==> config.mk <==
export PLATFORM = sky130hd
export DESIGN_NAME = gshare_fetch_predictor
export DESIGN_NICKNAME = d
export VERILOG_FILES = /design/src/rtl/gshare_fetch_predictor.sv
export SDC_FILE = /design/constraint.sdc
export NUM_CORES = 2
export LEC_CHECK = 0
export BUFFER_PORTS_ARGS = -buffer_cell sky130_fd_sc_hd__buf_4
export CAP_MARGIN = 10
export CORE_UTILIZATION = 55
export DETAILED_ROUTE_END_ITERATION = 7
export PLACE_DENSITY = 0.71
export SKIP_CTS_REPAIR_TIMING = 1
export SYNTH_ARGS = -nofsm -noshare
export SYNTH_HDL_FRONTEND = slang
export SYNTH_SLANG_ARGS = --single-unit
==> constraint.sdc <==
create_clock -name clk -period 15.1 [get_ports clk]
set_input_delay 3.02 -clock clk [delete_from_list [all_inputs] [get_ports clk]]
set_output_delay 3.02 -clock clk [all_outputs]
set_load 0.02 [all_outputs]
==> src/rtl/gshare_fetch_predictor.sv <==
// Fetch-stage gshare branch predictor: PHT of 2-bit counters indexed by PC^GHR,
// direct-mapped BTB for targets, speculative GHR with repair from the resolving stage.
module gshare_fetch_predictor #(
  parameter int HIST_BITS    = 8,
  parameter int BTB_IDX_BITS = 4
) (
  input  logic                 clk,
  input  logic                 reset_n,
  input  logic                 stall_pipeline,
  input  logic [15:0]          fetch_pc,
  output logic                 pred_taken,
  output logic [15:0]          pred_target,
  output logic [HIST_BITS-1:0] pred_history,
  output logic [15:0]          next_pc,
  input  logic                 update_valid,
  input  logic [15:0]          update_pc,
  input  logic [HIST_BITS-1:0] update_history,
  input  logic                 update_taken,
  input  logic [15:0]          update_target,
  input  logic                 update_mispredict
);

  localparam int PHT_N = 1 << HIST_BITS;
  localparam int BTB_N = 1 << BTB_IDX_BITS;
  localparam int TAG_W = 15 - BTB_IDX_BITS;

  logic [1:0]           r_pht     [PHT_N];
  logic [BTB_N-1:0]     r_btb_vld;
  logic [TAG_W-1:0]     r_btb_tag [BTB_N];
  logic [15:0]          r_btb_tgt [BTB_N];
  logic [HIST_BITS-1:0] r_ghr;

  logic [HIST_BITS-1:0]    w_pidx;
  logic [HIST_BITS-1:0]    w_uidx;
  logic [BTB_IDX_BITS-1:0] w_bidx;
  logic [BTB_IDX_BITS-1:0] w_ubidx;
  logic                    w_btb_hit;
  logic                    w_unused;

  function automatic logic [1:0] sat_step(input logic [1:0] cnt, input logic up);
    if (up) return (cnt == 2'b11) ? cnt : cnt + 2'b01;
    return (cnt == 2'b00) ? cnt : cnt - 2'b01;
  endfunction

  // Instructions are halfword aligned, so pc[0] never participates in indexing.
  assign w_unused = ^{fetch_pc[0], update_pc[0]};

  assign w_pidx    = fetch_pc[HIST_BITS:1] ^ r_ghr;
  assign w_bidx    = fetch_pc[BTB_IDX_BITS:1];
  assign w_uidx    = update_pc[HIST_BITS:1] ^ update_history;
  assign w_ubidx   = update_pc[BTB_IDX_BITS:1];
  assign w_btb_hit = r_btb_vld[w_bidx] && (r_btb_tag[w_bidx] == fetch_pc[15:BTB_IDX_BITS+1]);

  assign pred_taken   = w_btb_hit && r_pht[w_pidx][1];
  assign pred_target  = w_btb_hit ? r_btb_tgt[w_bidx] : 16'h0000;
  assign pred_history = r_ghr;
  assign next_pc      = pred_taken ? pred_target : fetch_pc + 16'd2;

  always_ff @(posedge clk or negedge reset_n) begin
    if (!reset_n) begin
      r_ghr <= '0;
    end else if (update_valid && update_mispredict) begin
      r_ghr <= {update_history[HIST_BITS-2:0], update_taken};
    end else if (!stall_pipeline && w_btb_hit) begin
      r_ghr <= {r_ghr[HIST_BITS-2:0], pred_taken};
    end
  end

  always_ff @(posedge clk or negedge reset_n) begin
    if (!reset_n) begin
      for (int i = 0; i < PHT_N; i++) r_pht[i] <= 2'b01;
    end else if (update_valid) begin
      r_pht[w_uidx] <= sat_step(r_pht[w_uidx], update_taken);
    end
  end

  always_ff @(posedge clk or negedge reset_n) begin
    if (!reset_n) begin
      r_btb_vld <= '0;
    end else if (update_valid && update_taken) begin
      r_btb_vld[w_ubidx] <= 1'b1;
    end
  end

  // Tag/target are only meaningful behind a valid bit, so they carry no reset.
  always_ff @(posedge clk) begin
    if (update_valid && update_taken) begin
      r_btb_tag[w_ubidx] <= update_pc[15:BTB_IDX_BITS+1];
      r_btb_tgt[w_ubidx] <= update_target;
    end
  end

endmodule

Word level (Yosys, flattened, before mapping)
Memories as Yosys holds them, arrays and structs flattened.
Cells that the tools add are included.

word-level totals
  flip-flop bits (word level) = 536
  bits in writable memories = 432
  output and inout port bits = 41
  memories kept = 2

memories
  name       depth  width  read ports  clocked after memory_dff  wr ports  RTL line  text
  r_btb_tgt  16     16     1           0                         1         30        logic [15:0] r_btb_tgt [BTB_N];
  r_btb_tag  16     11     1           0                         1         29        logic [TAG_W-1:0] r_btb_tag [BTB_N];

operators by class
  add/sub/neg operators = 3
  $lt $le $gt $ge = 6
  equal/unequal tests = 2
  multiplexer cells = 26
  bitwise gates (word level) = 5
  reduce and logical (&&, ||, !) cells = 10

operators by type and width
  cell                                                               number
  bitwise mux 512 bit                                                1
  binary-select mux 2 bit (select 8 bit)                             2
  2-to-1 mux 16 bit                                                  2
  2-to-1 mux 2 bit                                                   10
  greater-or-equal comparator 9 bit, second input constant           2
  NOT 8 -> 9 bit                                                     2
  adder 16 x 2 -> 16 bit, second input constant                      1
  demux 2 bit (select 8 bit)                                         1
  2-to-1 mux 8 bit                                                   2
  OR 16 bit                                                          1
  XOR 8 bit                                                          2
  equality test 11 bit                                               1
  < comparator 4 x 5 -> 1 bit, second input constant                 2
  < comparator 9 x 1 -> 1 bit, second input constant                 1
  logical AND 1 bit                                                  7
  2-to-1 mux 1 bit                                                   6
  binary-select mux 1 bit (select 4 bit)                             1
  demux 1 bit (select 4 bit)                                         1
  greater-or-equal comparator 4 x 1 -> 1 bit, second input constant  1
  adder 2 x 1 -> 2 bit, second input constant                        1
  equality test 2 bit, second input constant                         1
  logical NOT 2 bit                                                  1
  nonzero test 2 bit                                                 1
  subtractor 2 x 1 -> 2 bit, second input constant                   1
  logical NOT 1 bit                                                  1

Logic depth before layout (Yosys ltp)
  depth after elaboration = 11
  gate-level depth with buffers = 14
  depth with buffers taken out = 8

Worst setup path before layout
Ideal clock, no wire load.

  path type = input port to output port
  start = input fetch_pc[3]
  end = output next_pc[1]
  arrival time = 6.362 ns
  required time = 12.080 ns
  slack = 5.718 ns
  stages = 13
  cells stage by stage = clkbuf_1 > buf_1 > buf_1 > mux2i_1 > xnor2_1 > o32ai_1 > nand4_1 > or3_1 > clkbuf_2 > or4_4 > buf_6 > buf_12 > mux2i_1

between the ends
  word-level cells in the longest chain between the ends = 7
  elaborated cells between the ends (all ways) = 14

RTL lines
  what                                                  RTL line  text
  start: declaration                                    10        input logic [15:0] fetch_pc,
  XOR 8 bit                                             48        assign w_pidx = fetch_pc[HIST_BITS:1] ^ r_ghr;
  NOT 8 -> 9 bit (not written as such)                  54        assign pred_taken = w_btb_hit && r_pht[w_pidx][1];
  binary-select mux 2 bit (select 8 bit)                54
  2-to-1 mux 2 bit (not written as such) (2 in series)  54
  logical AND 1 bit                                     54
  2-to-1 mux 16 bit *                                   57        assign next_pc = pred_taken ? pred_target : fetch_pc + 16'd2;
  end: declaration                                      14        output logic [15:0] next_pc,

Every way passes the cells marked *; elsewhere a longest branch is shown, timed or not. The select of a mux whose other input is x is not followed.

Worst setup path after layout
  start = input fetch_pc[2]
  end = output next_pc[2]

The elaborated chain is that of the path after synthesis.

==> metrics.txt <==
largest area contributor in the netlist edfxtp_1; PwrDens around 140 nW/um^2; Crit-path slowest cell nor4_1; GPL Wtd Cong 0.962; EDFF count, synth approximately 430; clock latency on the worst-skew pair 0.68 ns; drt via density a little under 7; Core Region roughly 80000 sq um; post-synthesis sequential area ratio between 50% and 60%; most common library cells after synthesis nor2_1, a31oi_1, edfxtp_1, mux4_2, dfrtp_1; Worst path top cell family by delay buffers and inverters; H-Tree Depth 3; RSZ-0062 raised after global routing false; Die H between 200 and 300 um; crit share post-route 73.9%; PortBufs 101; clock-pin slew on the worst setup and hold paths about 0.06 ns; top fanout value on the critical path between 40 and 50; Iter 0 DRT Violations between 4k and 5k; post-synthesis cell type count 56; Hold Vio Cnt, Final 0; fraction of layout cells with a size suffix above 1 roughly 28%; row cnt around 100; number of synthesis warnings 0; largest net degree at the start of global routing about 140; critical path's most frequent cell buf_4; Bufs on Longest Clock Path 3; die outline width 287 um; Routed Antenna Nets 0; Fin Setup TNS 0 ns; Post-Syn Instances 3330; Setup CP Type primary input to output pin; Critical Path End Type output pin; met2 wire length approximately 60 mm; area of the multi-input gates around 17000 sq um; Setup Skew about 0.034 ns; area grow syn2layout 11.1%; # IOs about 100; Period minus WS final around 11 ns; Critical Path AT 8.14 ns; Worst Setup Start Kind primary input; P_leak 17.7 nW; WP buf/inv 4; status completed; post-route insts no fill about 4.5k; met3 routed WL about 14 mm; die area around 80000 sq um; Synth top area share between 20% and 30%; Slew Limit Fails 0; power consumption between 6 and 7 mW; Netlist Area Pre-Place ~45000 sq um; GRT Overall Usage 31.3%; vias after detailed routing between 30k and 40k; DRC errors left 0; Fmax around 90 MHz; CTS Sinks between 900 and 1k; Initial Util around 56%; WL met1 47.9 mm; Overflow after GRT 0; # setup viols final 0; post-synth net total roughly 3.4k; most used flip-flop cell after synthesis edfxtp_1; peak supply drop 141 uV; top-count cell post-synth nor2_1; Placed Cells 4314; critical path, cell by cell buf_4 -> xor2_4 -> buf_4 -> buf_4 -> mux4_2 -> mux2i_1 -> o22ai_1 -> nor4_1 -> or4_4 -> mux2_2 -> buf_4; final net count roughly 3.4k; number of max-cap violations 0; FF+latch area 26700 sq um; asr flop ratio synth 55.4%; diodes inserted 0; Data required, critical path roughly 12 ns; CTS tree yes; CTS root buf clkbuf_16; vias in the first global route ~31k; syn_area_per_cell between 10 and 15 sq um; Filler Cell Count approximately 5.8k; Post-Route WL approximately 130 mm; Max stage delay on crit path 0.96 ns; post-synthesis register bit count 968; top cells by area, synth edfxtp_1, dfrtp_1, mux4_2, dfstp_2, a31oi_1; highest metal used met5; wire per inst ~28 um; DRT Pass-1 Iters 8; initial antenna violation count 3; DP HPWL 74.9 mm; Rel. slew slack ~5.1%; worst slew pin tran 1.42 ns; global-route wire length before repair slightly below 200 mm; Hold Crit Class register to register; TritonCTS Buffers 97
==> final timing paths <==
path	start	endpoint	slack (ns)	cells past startpoint
worst max register to register	r_pht[83]$_DFFE_PN0P_	r_pht[370]$_DFFE_PN1P_	10.02	9
max in group asynchronous	reset_n	r_pht[117]$_DFFE_PN0P_	10.09	3
min in group asynchronous	reset_n	r_pht[457]$_DFFE_PN0P_	2.44	1
worst min-delay path	r_btb_vld[2]$_DFFE_PN0P_	r_btb_vld[2]$_DFFE_PN0P_	0.46	1
worst min register to register	r_btb_vld[2]$_DFFE_PN0P_	r_btb_vld[2]$_DFFE_PN0P_	0.46	1
worst max-delay path	fetch_pc[2]	next_pc[2]	3.94	11
==> power by group <==
part	switching [mW]	leakage, nW	internal, mW
clock	1.05	1.59	1.41
combinational	0.699	5.85	0.452
sequential	0.166	10.3	3.08
total	1.91	17.7	4.94
==> cells by family after synthesis <==
logic type / synth area share, %
AOI/OAI and AO/OA: 8.83
DFF: 59.8
xor gates and xnor gates: 1.04
and+or+nand+nor: 9.40
buffers and inverters: 2.82
muxes: 18.1
adders and majority gates: 0.0280
==> state kept, by name (all words and copies together), names as in the netlist <==
name and cells:
r_btb_vld 16, r_btb_tag 176, pred_history 8, r_pht 512, r_btb_tgt 256
==> worst register-to-register path: stages (launching register included) <==
cell     delay [ns]
dfrtp_1        0.39
mux4_2         0.48
a22oi_1        0.21
a21oi_1        0.18
o41ai_1        0.69
nand4_1        0.61
o31ai_4        0.41
buf_4          0.87
buf_4          0.84
a31oi_1        0.26
==> metrics by stage <==
stage | utilization, % | hold WS [ns] | worst slack, ns | area, sq um
after floorplan | - | 0.434 | 5.72 | 44600
after global placement | 57.6 | 0.446 | 4.10 | 46300
after detailed placement | 57.6 | 0.449 | 4.07 | 46300
after CTS | 61.7 | 0.464 | 4.07 | 49600
after global routing | 61.7 | 0.478 | 3.87 | 49600
final | 61.7 | 0.465 | 3.94 | 49600
==> metal layers <==
| metal | vias up | global-route usage (%) |
|---|---|---|
| li1 | 12813 | - |
| met1 | 15744 | 42.1 |
| met2 | 2009 | 48.9 |
| met3 | 371 | 7.53 |
| met4 | 8 | 14.0 |
| met5 | - | 0.407 |
==> final cells by class <==
type / instances / area share, %
clock buffers: 141 / 5.51
clock inverters: 42 / 1.08
inverters: 3 / 0.0227
multi-input cells: 2111 / 34.2
flip-flops and latches: 968 / 53.8
well taps: 1060 / 2.67
repair buffers: 173 / 2.73
==> layout by cell type (no fill, tap or decap), types with 5 or more instances in the layout <==
| cell type | synthesis | routed |
|---|---|---|
| o22ai_1 | 11 | 11 |
| xnor2_1 | 33 | 32 |
| clkbuf_8 | 0 | 14 |
| bufinv_16 | 0 | 8 |
| nor4_1 | 13 | 13 |
| clkinv_1 | 0 | 8 |
| a21o_1 | 5 | 5 |
| mux2_4 | 8 | 8 |
| a31oi_1 | 517 | 517 |
| mux2_2 | 8 | 8 |
| xor2_4 | 0 | 5 |
| a41oi_1 | 15 | 15 |
| dfrtp_1 | 280 | 280 |
| nand2_1 | 135 | 135 |
| clkinv_2 | 0 | 15 |
| a21oi_1 | 14 | 14 |
| mux4_2 | 311 | 311 |
| clkbuf_16 | 0 | 97 |
| nand3_1 | 23 | 23 |
| nor2b_1 | 10 | 10 |
| mux2i_1 | 58 | 58 |
| nand2b_1 | 6 | 6 |
| and2b_1 | 6 | 6 |
| dfstp_2 | 256 | 256 |
| xor2_1 | 20 | 14 |
| clkbuf_1 | 95 | 30 |
| a22oi_1 | 30 | 30 |
| or2_2 | 16 | 16 |
| nand4_1 | 11 | 11 |
| nor2_1 | 807 | 791 |
| buf_4 | 33 | 168 |
| nor2_4 | 0 | 12 |
| mux4_1 | 10 | 10 |
| edfxtp_1 | 432 | 432 |
Power figures use the tool's default switching activity.
